===== config.mk =====
export PLATFORM = sky130hd
export DESIGN_NAME = tbird_lamp_monitor
export DESIGN_NICKNAME = d
export VERILOG_FILES = /design/src/rtl/tbird_mon_pkg.sv /design/src/rtl/tbird_lamp_monitor_sat_counter.sv /design/src/rtl/tbird_lamp_monitor.sv
export SDC_FILE = /design/constraint.sdc
export NUM_CORES = 1
export LEC_CHECK = 0
export ABC_AREA = 1
export CAP_MARGIN = 20
export CORE_ASPECT_RATIO = 1.4
export CORE_MARGIN = 2
export CORE_UTILIZATION = 45
export DETAILED_ROUTE_END_ITERATION = 10
export PLACE_DENSITY = 0.8
export SLEW_MARGIN = 10
export SYNTH_ARGS = -nofsm -noshare
export SYNTH_HDL_FRONTEND = slang
export SYNTH_SLANG_ARGS = --single-unit

===== constraint.sdc =====
create_clock -name Clk -period 2.55 [get_ports Clk]
set_input_delay 0.255 -clock Clk [delete_from_list [all_inputs] [get_ports Clk]]
set_output_delay 0.255 -clock Clk [all_outputs]
set_load 0.05 [all_outputs]

===== src/rtl/tbird_mon_pkg.sv =====
// Shared definitions for the T-bird tail-lamp monitor: monitor state
// encoding and the six-bit lamp patterns {LA,LB,LC,RA,RB,RC} that make up
// the legal turn-signal sequence.
package tbird_mon_pkg;

   typedef enum logic [3:0] {
      IDLE   = 4'd0,
      L1     = 4'd1,
      L2     = 4'd2,
      L3     = 4'd3,
      R1     = 4'd4,
      R2     = 4'd5,
      R3     = 4'd6,
      HAZ    = 4'd7,
      RESYNC = 4'd8
   } state_t;

   localparam logic [5:0] PAT_OFF = 6'b000_000;
   localparam logic [5:0] PAT_L1  = 6'b100_000;
   localparam logic [5:0] PAT_L2  = 6'b110_000;
   localparam logic [5:0] PAT_L3  = 6'b111_000;
   localparam logic [5:0] PAT_R1  = 6'b000_100;
   localparam logic [5:0] PAT_R2  = 6'b000_110;
   localparam logic [5:0] PAT_R3  = 6'b000_111;
   localparam logic [5:0] PAT_HAZ = 6'b111_111;

endpackage


===== src/rtl/tbird_lamp_monitor_sat_counter.sv =====
// Saturating up-counter used for the per-side completed-sequence counts.
// Clear wins over increment; once all-ones the count holds.
module sat_counter #(
   parameter int CNT_W = 8
) (
   input  logic             i_clk,
   input  logic             i_clr,
   input  logic             i_inc,
   output logic [CNT_W-1:0] o_count
);

   logic [CNT_W-1:0] r_count;

   // Count completed sequences, stopping at all-ones instead of wrapping
   always_ff @(posedge i_clk) begin
      if (i_clr) begin
         r_count <= '0;
      end else if (i_inc && (r_count != {CNT_W{1'b1}})) begin
         r_count <= r_count + 1'b1;
      end
   end

   assign o_count = r_count;

endmodule


===== src/rtl/tbird_lamp_monitor.sv =====
// Tail-lamp pattern monitor. Follows the sequencer's six lamp lines,
// reports left/right activity, completion pulses and saturating counts,
// and latches a sticky fault with the state code of the first illegal
// pattern. Hazard pattern support is enabled by defining
// TBIRD_MON_HAZARD_EN; otherwise 111111 is treated as illegal and
// HazardActive is tied low.
import tbird_mon_pkg::*;

module tbird_lamp_monitor #(
   parameter int CNT_W = 8
) (
   input  logic             Clk,
   input  logic             Rs,
   input  logic             LA,
   input  logic             LB,
   input  logic             LC,
   input  logic             RA,
   input  logic             RB,
   input  logic             RC,
   output logic             LeftActive,
   output logic             RightActive,
   output logic             HazardActive,
   output logic             LeftDone,
   output logic             RightDone,
   output logic [CNT_W-1:0] LeftCount,
   output logic [CNT_W-1:0] RightCount,
   output logic             Fault,
   output logic [3:0]       FaultCode
);

   logic [5:0] w_pat;
   state_t     w_nextState;
   logic       w_illegal;
   logic       w_leftInc;
   logic       w_rightInc;

   state_t     r_state;
   logic       r_leftActive;
   logic       r_rightActive;
   logic       r_leftDone;
   logic       r_rightDone;
   logic       r_fault;
   logic [3:0] r_faultCode;

   assign w_pat = {LA, LB, LC, RA, RB, RC};

   // Completion is the step from the third lamp stage back to all-off;
   // the counters bump on the same edge that raises the Done pulse
   assign w_leftInc  = (r_state == L3) && (w_pat == PAT_OFF);
   assign w_rightInc = (r_state == R3) && (w_pat == PAT_OFF);

   // Decode the sampled pattern against the legal sequence; anything not
   // listed for the current state is illegal and heads to RESYNC
   always_comb begin
      w_nextState = RESYNC;
      w_illegal   = 1'b1;
      case (r_state)
         IDLE: begin
            if (w_pat == PAT_OFF) begin
               w_nextState = IDLE;
               w_illegal   = 1'b0;
            end else if (w_pat == PAT_L1) begin
               w_nextState = L1;
               w_illegal   = 1'b0;
            end else if (w_pat == PAT_R1) begin
               w_nextState = R1;
               w_illegal   = 1'b0;
`ifdef TBIRD_MON_HAZARD_EN
            end else if (w_pat == PAT_HAZ) begin
               w_nextState = HAZ;
               w_illegal   = 1'b0;
`endif
            end
         end
         L1: begin
            if (w_pat == PAT_L2) begin
               w_nextState = L2;
               w_illegal   = 1'b0;
            end
         end
         L2: begin
            if (w_pat == PAT_L3) begin
               w_nextState = L3;
               w_illegal   = 1'b0;
            end
         end
         L3: begin
            if (w_pat == PAT_OFF) begin
               w_nextState = IDLE;
               w_illegal   = 1'b0;
            end
         end
         R1: begin
            if (w_pat == PAT_R2) begin
               w_nextState = R2;
               w_illegal   = 1'b0;
            end
         end
         R2: begin
            if (w_pat == PAT_R3) begin
               w_nextState = R3;
               w_illegal   = 1'b0;
            end
         end
         R3: begin
            if (w_pat == PAT_OFF) begin
               w_nextState = IDLE;
               w_illegal   = 1'b0;
            end
         end
`ifdef TBIRD_MON_HAZARD_EN
         HAZ: begin
            if (w_pat == PAT_HAZ) begin
               w_nextState = HAZ;
               w_illegal   = 1'b0;
            end else if (w_pat == PAT_OFF) begin
               w_nextState = IDLE;
               w_illegal   = 1'b0;
            end
         end
`endif
         RESYNC: begin
            w_illegal   = 1'b0;
            w_nextState = (w_pat == PAT_OFF) ? IDLE : RESYNC;
         end
         default: begin
            w_nextState = RESYNC;
            w_illegal   = 1'b1;
         end
      endcase
   end

   // Monitor state, registered status flags and first-fault logging
   always_ff @(posedge Clk) begin
      if (Rs) begin
         r_state       <= IDLE;
         r_leftActive  <= 1'b0;
         r_rightActive <= 1'b0;
         r_leftDone    <= 1'b0;
         r_rightDone   <= 1'b0;
         r_fault       <= 1'b0;
         r_faultCode   <= 4'd0;
      end else begin
         r_state       <= w_nextState;
         r_leftActive  <= (w_nextState == L1) || (w_nextState == L2) ||
                          (w_nextState == L3);
         r_rightActive <= (w_nextState == R1) || (w_nextState == R2) ||
                          (w_nextState == R3);
         r_leftDone    <= w_leftInc;
         r_rightDone   <= w_rightInc;
         if (w_illegal && !r_fault) begin
            r_fault     <= 1'b1;
            r_faultCode <= r_state;
         end
      end
   end

`ifdef TBIRD_MON_HAZARD_EN
   logic r_hazardActive;

   // Hazard flag tracks the HAZ state one cycle behind the pattern
   always_ff @(posedge Clk) begin
      if (Rs) begin
         r_hazardActive <= 1'b0;
      end else begin
         r_hazardActive <= (w_nextState == HAZ);
      end
   end

   assign HazardActive = r_hazardActive;
`else
   assign HazardActive = 1'b0;
`endif

   sat_counter #(.CNT_W(CNT_W)) u_leftCount (
      .i_clk   (Clk),
      .i_clr   (Rs),
      .i_inc   (w_leftInc),
      .o_count (LeftCount)
   );

   sat_counter #(.CNT_W(CNT_W)) u_rightCount (
      .i_clk   (Clk),
      .i_clr   (Rs),
      .i_inc   (w_rightInc),
      .o_count (RightCount)
   );

   assign LeftActive  = r_leftActive;
   assign RightActive = r_rightActive;
   assign LeftDone    = r_leftDone;
   assign RightDone   = r_rightDone;
   assign Fault       = r_fault;
   assign FaultCode   = r_faultCode;

endmodule


Word level (Yosys, flattened, before mapping)
Cells that the tools add are included.
{"block": "totals", "inputBits": 8, "out_inout_bits": 26, "regBits": 29, "elab_cells": 64}
{"block": "op_classes", "addsub": 2, "mux": 18, "eq_ne": 21, "reduce_logical": 14}
{"operator": "4-bit two-way mux", "n": 8}
{"operator": "4-bit by 3-bit == test with 1-bit output (second input constant)", "n": 6}
{"operator": "4-bit one-hot mux with 6 select lines", "n": 1}
{"operator": "6-bit by 3-bit == test with 1-bit output (second input constant)", "n": 3}
{"operator": "6-bit == test (second input constant)", "n": 3}
{"operator": "8-bit by 1-bit adder with 8-bit output (second input constant)", "n": 2}
{"operator": "4-bit by 2-bit == test with 1-bit output (second input constant)", "n": 4}
{"operator": "8-bit inequality test (second input constant)", "n": 2}
{"operator": "4-bit by 1-bit == test with 1-bit output (second input constant)", "n": 2}
{"operator": "1-bit two-way mux", "n": 8}
{"operator": "1-bit one-hot mux with 7 select lines", "n": 1}
{"operator": "6-bit logical NOT", "n": 1}
{"operator": "1-bit logical AND", "n": 5}
{"operator": "4-bit == test (second input constant)", "n": 1}
{"operator": "4-bit logical NOT", "n": 1}
{"operator": "1-bit logical OR", "n": 4}
{"operator": "3-bit OR reduction", "n": 1}
{"operator": "2-bit OR reduction", "n": 1}
{"operator": "1-bit logical NOT", "n": 1}

Logic depth before layout (Yosys ltp)
Gate-level depths: netlist of the first run.
{"block": "depth", "word_depth": 8, "mapped_depth": 11, "depth_no_buf": 11}

Hierarchy
Synthesis of the first run repeated with hierarchy kept, for this count alone.
{"block": "hier_totals", "cells_unflattened": 278, "area_unflattened_um2": 1789.2}
{"module": "sat_counter", "cells_each": 77, "area_per_inst_um2": 484.2, "instances": 2, "seq_area_each_um2": 160.2}
{"module": "tbird_lamp_monitor", "cells_each": 124, "area_per_inst_um2": 820.8, "instances": 1, "seq_area_each_um2": 260.2}

Worst setup path before layout of the first run
OpenSTA, ideal clock, no wires.
{"block": "synth_path", "path_kind": "reg2reg", "startpoint": "reg u_rightCount.r_count[0] (netlist: u_rightCount.o_count[0])", "endpoint": "reg u_rightCount.r_count[5] (netlist: u_rightCount.o_count[5])", "setup_slack_ps": 746, "n_path_buf": 0, "path_stages_with_launch": 8, "setup_time_ps": 70, "arrival_ps": 1733, "period_less_slack_ps": 1804, "t_required_ps": 2480, "cell_sequence": "dfxtp_1 ha_1 nand3_1 nor3_4 nor2_8 inv_4 nand2_1 a21oi_1"}
{"block": "synth_via", "elab_chain_cells": 2, "word_cells_on_any_way": 3, "cone_classes": "add/sub: 1; eq/ne: 1; reduce/logical: 1"}
{"element": "start, declared", "line": "tbird_lamp_monitor_sat_counter.sv:12", "rtl": "logic [CNT_W-1:0] r_count;"}
{"element": "start signal, assigned", "line": "tbird_lamp_monitor_sat_counter.sv:19", "rtl": "r_count <= r_count + 1'b1;"}
{"element": "parallel branches: the longest is 2 deep, another holds 8-bit by 1-bit adder with 8-bit output"}
Several ways; the timed one is not identified.
A chain may end at the register's enable or synchronous reset.

Worst setup path after layout of the first run
{"block": "layout_path", "startpoint": "reg u_rightCount.r_count[2] (netlist: u_rightCount.o_count[2])", "endpoint": "out RightCount[2]"}
{"element": "end, declared", "line": "tbird_lamp_monitor.sv:26", "rtl": "output logic [CNT_W-1:0] RightCount,"}
No word-level cell between the ends.

==> impl_metrics.csv, run 1 <==
group,metric,value,unit
worst_setup_path,crit_family,"buffers and inverters",
route,drc,0,
timing,fin_crit,1.85,ns
clocking,insertion_delay,0.28,ns
global_routing,grt_max_degree,16,
worst_setup_path,crit_path_start_kind,"flop",
cells_and_area,drive_gt1_share,10.4,%
floorplanning,start_util,47.5,%
power_and_ir_drop,pwr-share-seq,46.7,%
clocking,cts_made_buffers,5,
yosys,synth_area_per_cell,6.79,um^2
global_routing,antenna_found_initial,0,
clocking,cts_setup_buffers,0,
worst_hold_path,hold_class,"flop to flop",
power_and_ir_drop,power_density,480,mW/mm^2
route,firstDrtPassIters,4,
worst_setup_path,crit_slowest_cell,"clkdlybuf4s50_1",
outcome,status,"finished clean",
worst_setup_path,end_kind,"primary output",
route,drt_iter0_drc,30,
place,hpwlAfterDp,2560,um
cells_and_area,nFillCells,330,
power_and_ir_drop,swShare,25.3,%
yosys,synth-seq-cells,29,
worst_setup_path,critical_path_class,"flop to primary output",
worst_setup_path,cp.buffers_inverters,1,
floorplanning,ios,34,
timing,setup_tns,0,ns
timing,setup_violations,0,
timing,max_slew_margin,66.5,%
place,place_congestion,0.921,
timing,max_freq,0.540,GHz
route,vias,1592,
place,portBuffers,32,
timing,finalCritPeriodShare,72.6,%
floorplanning,die_y,75.3,um
worst_setup_path,cpPeakStageDelay,0.86,ns
timing,skew,0.00824,ns
route,ant_nets,0,
timing,drv_slew,0,
worst_setup_path,path_max_fanout,7,
power_and_ir_drop,power_frac_comb,12.8,%
timing,timing.final.hold_violations,0,
clocking,path_clk_slew,0.06,ns
clocking,postCtsHoldBufs,0,
clocking,clockRootBuffer,"clkbuf_8",
route,finalWirelength,3410,um
clocking,clock_path_buffers,2,
route,vias_per_cell,5.01,
yosys,yosys_warnings,0,
run,cap_viol_max_count,0,
floorplanning,die_area,0.00414,mm^2
cells_and_area,fin_nets,287,
cells_and_area,utilization,60.8,%
power_and_ir_drop,irDropWorstVdd,0.452,mV
worst_setup_path,cp.arrival,1.60,ns
worst_setup_path,crit_chain,"clkdlybuf4s50_1",
floorplanning,core_area,0.00344,mm^2
worst_setup_path,crit_required,2.30,ns
floorplanning,rows,25,
global_routing,grt_pass1_wl,6050,um
power_and_ir_drop,power.switching,0.254,mW
power_and_ir_drop,p_int,0.751,mW
power_and_ir_drop,p_clk_share,40.5,%
clocking,cts_tree,"done",
timing,tightest_slew,0.501,ns
yosys,synth_area,0.00164,mm^2
yosys,synth_fp_nets,251,
yosys,ys_seq_area_share,35.5,%
cells_and_area,diodes,0,
global_routing,grt_pass1_vias,1449,
route,wl_per_cell,10.7,um
clocking,clock-sinks,29,
power_and_ir_drop,leakagePower,0.906,nW
clocking,htreeDepth,2,
floorplanning,die_w,55.0,um
yosys,netlist_instances,241,
global_routing,gr-total-overflow,0,
global_routing,track_usage,19.9,%
clocking,post_cts_resize_count,0,
timing,holdWs,0.479,ns
cells_and_area,area_delta_synth_final,27.9,%
timing,rsz0062_at_grt,"no",
yosys,netlist-cell-type-count,29,
Yosys cell counts:
library cell  number  area, um^2
nand2_1           67         251
conb_1             1        3.75
nor3b_1            1        7.51
nor2_1            26        97.6
ha_1               2        25.0
nor2_4             3        33.8
nand4_1            8        50.1
dfxtp_1           29         581
nand3_2            1        10.0
inv_1             24        90.1
a21oi_1           20         100
nand3_1           19        95.1
o21ai_0            2        10.0
nor2_8             1        20.0
nand4_2            1        12.5
nor3_4             1        16.3
xnor2_1            4        35.0
inv_2              3        11.3
buf_4              2        15.0
nor2_2             4        25.0
o21ai_4            1        16.3
nor3_1             3        15.0
nand2_2            2        12.5
clkinv_1           3        11.3
inv_4              2        12.5
o21ai_1            3        15.0
nand2_4            1        11.3
clkbuf_1           2        7.51
xor2_1             5        43.8
layout make-up:
cell class | instances | area, um^2 | area share, %
Clock buffer | 7 | 96.3 | 4.61
Tap cell | 40 | 50.0 | 2.39
Clock inverter | 1 | 5.00 | 0.239
Inverter | 32 | 125 | 5.98
Timing Repair Buffer | 33 | 328 | 15.7
Sequential cell | 29 | 581 | 27.8
Multi-Input combinational cell | 176 | 907 | 43.4
per-stage QoR:
stage          worst slack (ns)  power (mW)  std cells  cell area [um^2]
2_1_floorplan             0.746       0.567        241              1640
3_3_place_gp              0.763       0.606        310              1990
3_5_place_dp              0.729       0.607        310              1990
4_1_cts                   0.701        1.02        318              2090
5_1_grt                   0.651        1.05        318              2090
6_report                  0.699        1.00        318              2090
kinds of logic (layout without fill, tap and decap cells):
kind of cell | after synthesis | in the layout | synth area share [%]
buf+inv | 36 | 73 | 9.03
simple gates | 138 | 138 | 40.2
fa+ha+maj | 2 | 2 | 1.53
compound gates | 26 | 26 | 8.65
flops | 29 | 29 | 35.5
other cells | 1 | 1 | 0.229
xor+xnor | 9 | 9 | 4.82
cells in the final DEF, fill, tap and decap left out, types with 2 or more instances in the layout:
master | Yosys | final
clkdlybuf4s50_1 | 0 | 32
nand2_2 | 2 | 2
clkbuf_8 | 0 | 7
inv_4 | 2 | 2
nor3_1 | 3 | 3
nand3_1 | 19 | 19
o21ai_1 | 3 | 3
dfxtp_1 | 29 | 29
nor2_1 | 26 | 26
nor2_4 | 3 | 3
xnor2_1 | 4 | 4
clkinv_1 | 3 | 3
o21ai_0 | 2 | 2
inv_1 | 24 | 24
xor2_1 | 5 | 5
nor2_2 | 4 | 4
nand4_1 | 8 | 8
a21oi_1 | 20 | 20
ha_1 | 2 | 2
nand2_1 | 67 | 67
inv_2 | 3 | 3
sequential cells by signal, summed over array words and instances (netlist names):
signal                flops
Fault                     1
LeftDone                  1
FaultCode                 4
LeftActive                1
RightActive               1
u_leftCount.o_count       8
RightDone                 1
u_rightCount.o_count      8
r_state                   4
power groups by stage:
stage	Sequential [mW]	Clock [mW]	Combinational, mW
floorplan	0.507	0	0.0606
global placement	0.479	0	0.127
detailed placement	0.479	0	0.128
CTS	0.469	0.418	0.128
global route	0.470	0.442	0.139
finish	0.469	0.407	0.128
layer usage:
layer / part of all wire, % / global-route usage (%) / vias to the layer above
met5: 0 / 0 / -
met4: 2.3 / 8.13 / 0
met3: 4.5 / 6.08 / 10
met2: 52 / 34.7 / 42
met1: 41 / 22.0 / 708
li1: - / - / 832
final timing paths:
check	slack, ns	end	cells past startpoint	startpoint
worst min register to register	0.48	FaultCode[1]	2	FaultCode[1]
worst max-delay path	0.70	RightCount[2]	1	u_rightCount.o_count[2]
worst min-delay path	0.48	FaultCode[1]	2	FaultCode[1]
worst max register to register	1.01	u_rightCount.o_count[6]	7	u_rightCount.o_count[0]
Power figures use the tool's default switching activity.
==> inputs of run 2 (changes only) <==
Clock period 2.55 ns to 1.72 ns, I/O delays scaled along.
==> run 2 against run 1 <==
  * Die area stayed put
  * Sequential share of layout area is 0.30 points higher
  * Sequential cell count is the same
  * Largest cell class unchanged
  * Critical path depth did not move
  * Worst hold slack gained 0.0037 ns
  * First-iteration DRC count decreased by 3.3%
  * Final cell count increased by 0.94%
  * Sequential power up 48%
  * Highest routed layer unchanged
==> impl_metrics.csv, run 2 (same netlist as run 1, synthesis figures left out) <==
group,metric,value,unit
worst_setup_path,crit_required,1.55,ns
floorplanning,start_util,47.5,%
route,finalWirelength,3540,um
global_routing,met1_usage,20.6,%
worst_setup_path,path_max_fanout,5,
route,firstDrtPassIters,4,
floorplanning,die_w,55.0,um
timing,drv_slew,0,
global_routing,globalRouteMet3Util,6.27,%
place,place_congestion,0.877,
timing,tightest_slew,0.505,ns
power_and_ir_drop,irDropWorstVdd,0.594,mV
clocking,cts_made_buffers,5,
clocking,post_cts_resize_count,0,
global_routing,grt_pass1_wl,5950,um
worst_hold_path,min_to,"FaultCode[3]",
power_and_ir_drop,power_density,675,mW/mm^2
worst_hold_path,hold_class,"flop to flop",
place,hpwlAfterDp,2750,um
worst_setup_path,critical_path_class,"flop to primary output",
power_and_ir_drop,total_power,1.41,mW
timing,max_slew_margin,66.2,%
floorplanning,die_y,75.3,um
timing,timing.final.hold_violations,0,
global_routing,top_usage_layer,"met2",
power_and_ir_drop,leakagePower,0.938,nW
clocking,htreeDepth,2,
clocking,clock_path_buffers,2,
worst_setup_path,timing.rr.start,"u_leftCount.o_count[0]",
worst_setup_path,crit_family,"buffers and inverters",
global_routing,track_usage,20.0,%
global_routing,grt_max_degree,13,
clocking,cts_tree,"done",
cells_and_area,diodes,0,
cells_and_area,utilization,60.5,%
cells_and_area,final_cell_mix,"nand2_1 (67), dfxtp_1 (26), nor2_1 (26)",
floorplanning,ios,34,
timing,setup_tns,0,ns
worst_setup_path,cp.buffers_inverters,1,
clocking,clockRootBuffer,"clkbuf_8",
cells_and_area,area_delta_synth_final,27.4,%
cells_and_area,drive_gt1_share,15.7,%
timing,worst_slack,0.0466,ns
worst_setup_path,cpPeakStageDelay,0.83,ns
place,portBuffers,32,
floorplanning,core_area,0.00344,mm^2
floorplanning,die_area,0.00414,mm^2
worst_setup_path,end_kind,"primary output",
route,vias_per_cell,5.05,
worst_hold_path,min-delay-start,"FaultCode[3]",
run,cap_viol_max_count,0,
place,pre_cts_ws,-0.0133,ns
timing,setup_violations,0,
route,drc,0,
outcome,status,"finished clean",
route,ant_nets,0,
worst_setup_path,r2r_slack,0.25,ns
timing,finalCritPeriodShare,97.3,%
global_routing,gr-total-overflow,0,
timing,max_freq,0.598,GHz
cells_and_area,nFillCells,352,
worst_setup_path,cp.arrival,1.50,ns
route,vias,1622,
global_routing,antenna_found_initial,0,
global_routing,grt_pass1_vias,1451,
timing,skew,0.00246,ns
clocking,postCtsHoldBufs,0,
worst_setup_path,crit_path_start_kind,"flop",
clocking,path_clk_slew,0.06,ns
route,wl_per_cell,11.0,um
floorplanning,rows,25,
timing,rsz0062_at_grt,"no",
timing,holdWs,0.483,ns
worst_setup_path,reg2reg_to,"u_leftCount.o_count[3]",
cells_and_area,fin_nets,292,
worst_hold_path,min_delay_path_depth,2,
worst_setup_path,crit_slowest_cell,"clkdlybuf4s50_1",
worst_setup_path,crit_chain,"clkdlybuf4s50_1",
worst_setup_path,reg2regPathDepth,7,
cells_and_area,layout_commonest_cell,"nand2_1",
timing,fin_crit,1.67,ns
route,drt_iter0_drc,29,
clocking,cts_setup_buffers,0,
global_routing,use_met2,35.6,%
clocking,clock-sinks,29,
clocking,insertion_delay,0.28,ns
## run 2: cell types whose count changed in the layout (fill, tap and decap cells not counted), sizes merged
cell | before | now
buf | 1 | 15
clkdlybuf4s50 | 32 | 23
clkbuf | 7 | 5
## run 2: area by class of cell
cell class / instances / area (um^2) / share of cell area (%)
multi-input cells: 176 / 907 / 43.5
clock buffers: 5 / 68.8 / 3.30
clock inverters: 1 / 5.00 / 0.240
repair buffers: 38 / 343 / 16.5
inverters: 32 / 125 / 6.01
flip-flops and latches: 29 / 584 / 28.0
well taps: 40 / 50.0 / 2.40
## run 2: how the worst max path moves through the flow
stage,depth (start not counted),start,slack [ns],endpoint
floorplan,7,u_leftCount.o_count[0],0.0009,u_leftCount.o_count[2]
global placement,9,RB,0.03,FaultCode[1]
detailed placement,9,LC,-0.01,FaultCode[2]
CTS,1,u_leftCount.o_count[3],0.04,LeftCount[3]
global route,1,u_leftCount.o_count[4],0.01,LeftCount[4]
finish,1,u_leftCount.o_count[3],0.05,LeftCount[3]
## run 2: through the flow
step	instance area (um^2)	std cells
3_3_place_gp	2010	315
4_1_cts	2080	321
3_5_place_dp	2010	315
2_1_floorplan	1640	241
6_report	2080	321
5_1_grt	2080	321
## run 2: routing by layer
| metal | wire length [um] | part of all wire [%] |
|---|---|---|
| met5 | 0 | 0 |
| met4 | 86 | 2.4 |
| met3 | 153 | 4.3 |
| met2 | 1820 | 51 |
| met1 | 1480 | 42 |
## run 2: power by group
part / internal, mW / total (mW) / switching (mW)
clock network: 0.265 / 0.512 / 0.247
registers: 0.687 / 0.696 / 0.00917
logic: 0.0703 / 0.198 / 0.128
==> inputs of run 3 (changes only) <==
Settings changed: GPL_TIMING_DRIVEN set to 0.
==> run 3 against run 2 <==
  * Critical path depth stayed put
  * Global-route usage shrank 0.29 points
  * Final area up 2.1%
  * Setup slack better by 0.0085 ns
  * Wire length is 1.1% lower
  * Fmax rose by 0.51%
  * Critical path type unchanged
  * Largest cell class unchanged
  * Register-to-register slack is essentially flat
==> impl_metrics.csv, run 3 (same netlist as run 1, synthesis figures left out) <==
group,metric,value,unit
outcome,status,"finished clean",
clocking,insertion_delay,0.29,ns
clocking,clockRootBuffer,"clkbuf_8",
worst_setup_path,crit_chain,"clkdlybuf4s50_1",
route,ant_nets,0,
clocking,htreeDepth,2,
global_routing,antenna_found_initial,0,
route,wl_per_cell,10.9,um
worst_setup_path,crit_family,"buffers and inverters",
power_and_ir_drop,power_density,762,mW/mm^2
power_and_ir_drop,irDropWorstVdd,0.698,mV
worst_setup_path,crit_start,"u_rightCount.o_count[7]",
timing,fin_crit,1.66,ns
timing,setup_violations,0,
clocking,cts_setup_buffers,0,
route,vias_per_cell,4.96,
place,portBuffers,31,
route,drt_iter0_drc,19,
cells_and_area,utilization,61.8,%
place,hpwlAfterDp,2600,um
floorplanning,die_y,75.3,um
timing,tightest_slew,0.505,ns
floorplanning,die_w,55.0,um
cells_and_area,nFillCells,325,
worst_setup_path,cp.buffers_inverters,1,
clocking,path_clk_slew,0.06,ns
cells_and_area,final_cells,320,
clocking,cts_tree,"done",
worst_setup_path,crit_path_start_kind,"flop",
timing,skew,0.00865,ns
cells_and_area,area_delta_synth_final,30.1,%
worst_setup_path,cpPeakStageDelay,0.83,ns
global_routing,grt_max_degree,11,
cells_and_area,seq_area,584,um^2
worst_setup_path,crit_slowest_cell,"clkdlybuf4s50_1",
timing,max_freq,0.601,GHz
cells_and_area,diodes,0,
place,pre_cts_ws,-0.0710,ns
floorplanning,core_area,0.00344,mm^2
timing,timing.final.hold_violations,0,
global_routing,gr-total-overflow,0,
floorplanning,rows,25,
power_and_ir_drop,total_power,1.62,mW
global_routing,track_usage,19.7,%
floorplanning,die_area,0.00414,mm^2
timing,rsz0062_at_grt,"no",
worst_hold_path,hold_class,"primary input to flop",
worst_setup_path,path_max_fanout,4,
timing,max_slew_margin,66.3,%
global_routing,grt_pass1_vias,1450,
cells_and_area,fin_nets,289,
cells_and_area,drive_gt1_share,11.4,%
place,place_congestion,0.873,
route,drc,0,
global_routing,grt_pass1_wl,5940,um
clocking,clock-sinks,29,
timing,drv_slew,0,
route,vias,1588,
worst_setup_path,crit_required,1.55,ns
route,firstDrtPassIters,4,
worst_setup_path,critical_path_class,"flop to primary output",
worst_hold_path,min-delay-start,"Rs",
place,dp_cells,312,
route,finalWirelength,3500,um
worst_setup_path,timing.rr.start,"u_leftCount.o_count[0]",
worst_setup_path,end_kind,"primary output",
timing,finalCritPeriodShare,96.8,%
cells_and_area,layout_commonest_cell,"nand2_1",
worst_setup_path,cp.arrival,1.49,ns
power_and_ir_drop,leakagePower,1.04,nW
timing,worst_slack,0.0551,ns
cells_and_area,multi_input_area,907,um^2
clocking,clock_path_buffers,2,
floorplanning,ios,34,
run,cap_viol_max_count,0,
cells_and_area,final_cell_mix,"nand2_1 (67), dfxtp_1 (26), nor2_1 (26)",
floorplanning,start_util,47.5,%
clocking,cts_made_buffers,5,
[run 3: layout make-up]
type / instances / share of cell area, %
clock inverter: 1 / 1.41
tap: 40 / 2.35
buffer: 4 / 1.06
clock buffer: 7 / 4.06
multi-input combinational: 176 / 42.6
inverter: 32 / 5.88
sequential: 29 / 27.5
timing repair buffer: 31 / 15.1
[run 3: path summary, 6_finish.rpt]
path                                 end  slack (ns)  cells past startpoint
setup / recovery           RightCount[7]        0.06                      1
hold / removal    u_leftCount.o_count[4]        0.24                      2
hold reg to reg             FaultCode[2]        0.48                      2
setup reg to reg  u_leftCount.o_count[3]        0.24                      7
[run 3: what timing repair did]
item,CTS,global route
hold buffers,0,0
setup endpoints to repair,3,6
endpoints found under the hold margin,0,0
resized for setup,3,6
[run 3: routing by layer]
| layer | track usage, % | share of wire, % | vias to the layer above |
|---|---|---|---|
| li1 | - | - | 842 |
| met4 | 8.40 | 1.7 | 0 |
| met5 | 0 | 0 | - |
| met2 | 34.4 | 53 | 28 |
| met3 | 6.47 | 4.2 | 6 |
| met1 | 21.3 | 41 | 712 |
[run 3: power by group]
group / switching [mW] / leakage [nW] / internal, mW
sequential: 0.00840 / 0.237 / 0.686
combinational: 0.125 / 0.748 / 0.0667
clock: 0.263 / 0.0585 / 0.472
[run 3: metrics by stage]
stage,instance area [um^2],TNS (ns),hold slack [ns]
after floorplan,1640,0,0.396
after detailed placement,2000,-0.739,0.467
after CTS,2110,0,0.239
after global routing,2130,0,0.247
final,2130,0,0.235
after global placement,2000,-0.408,0.458
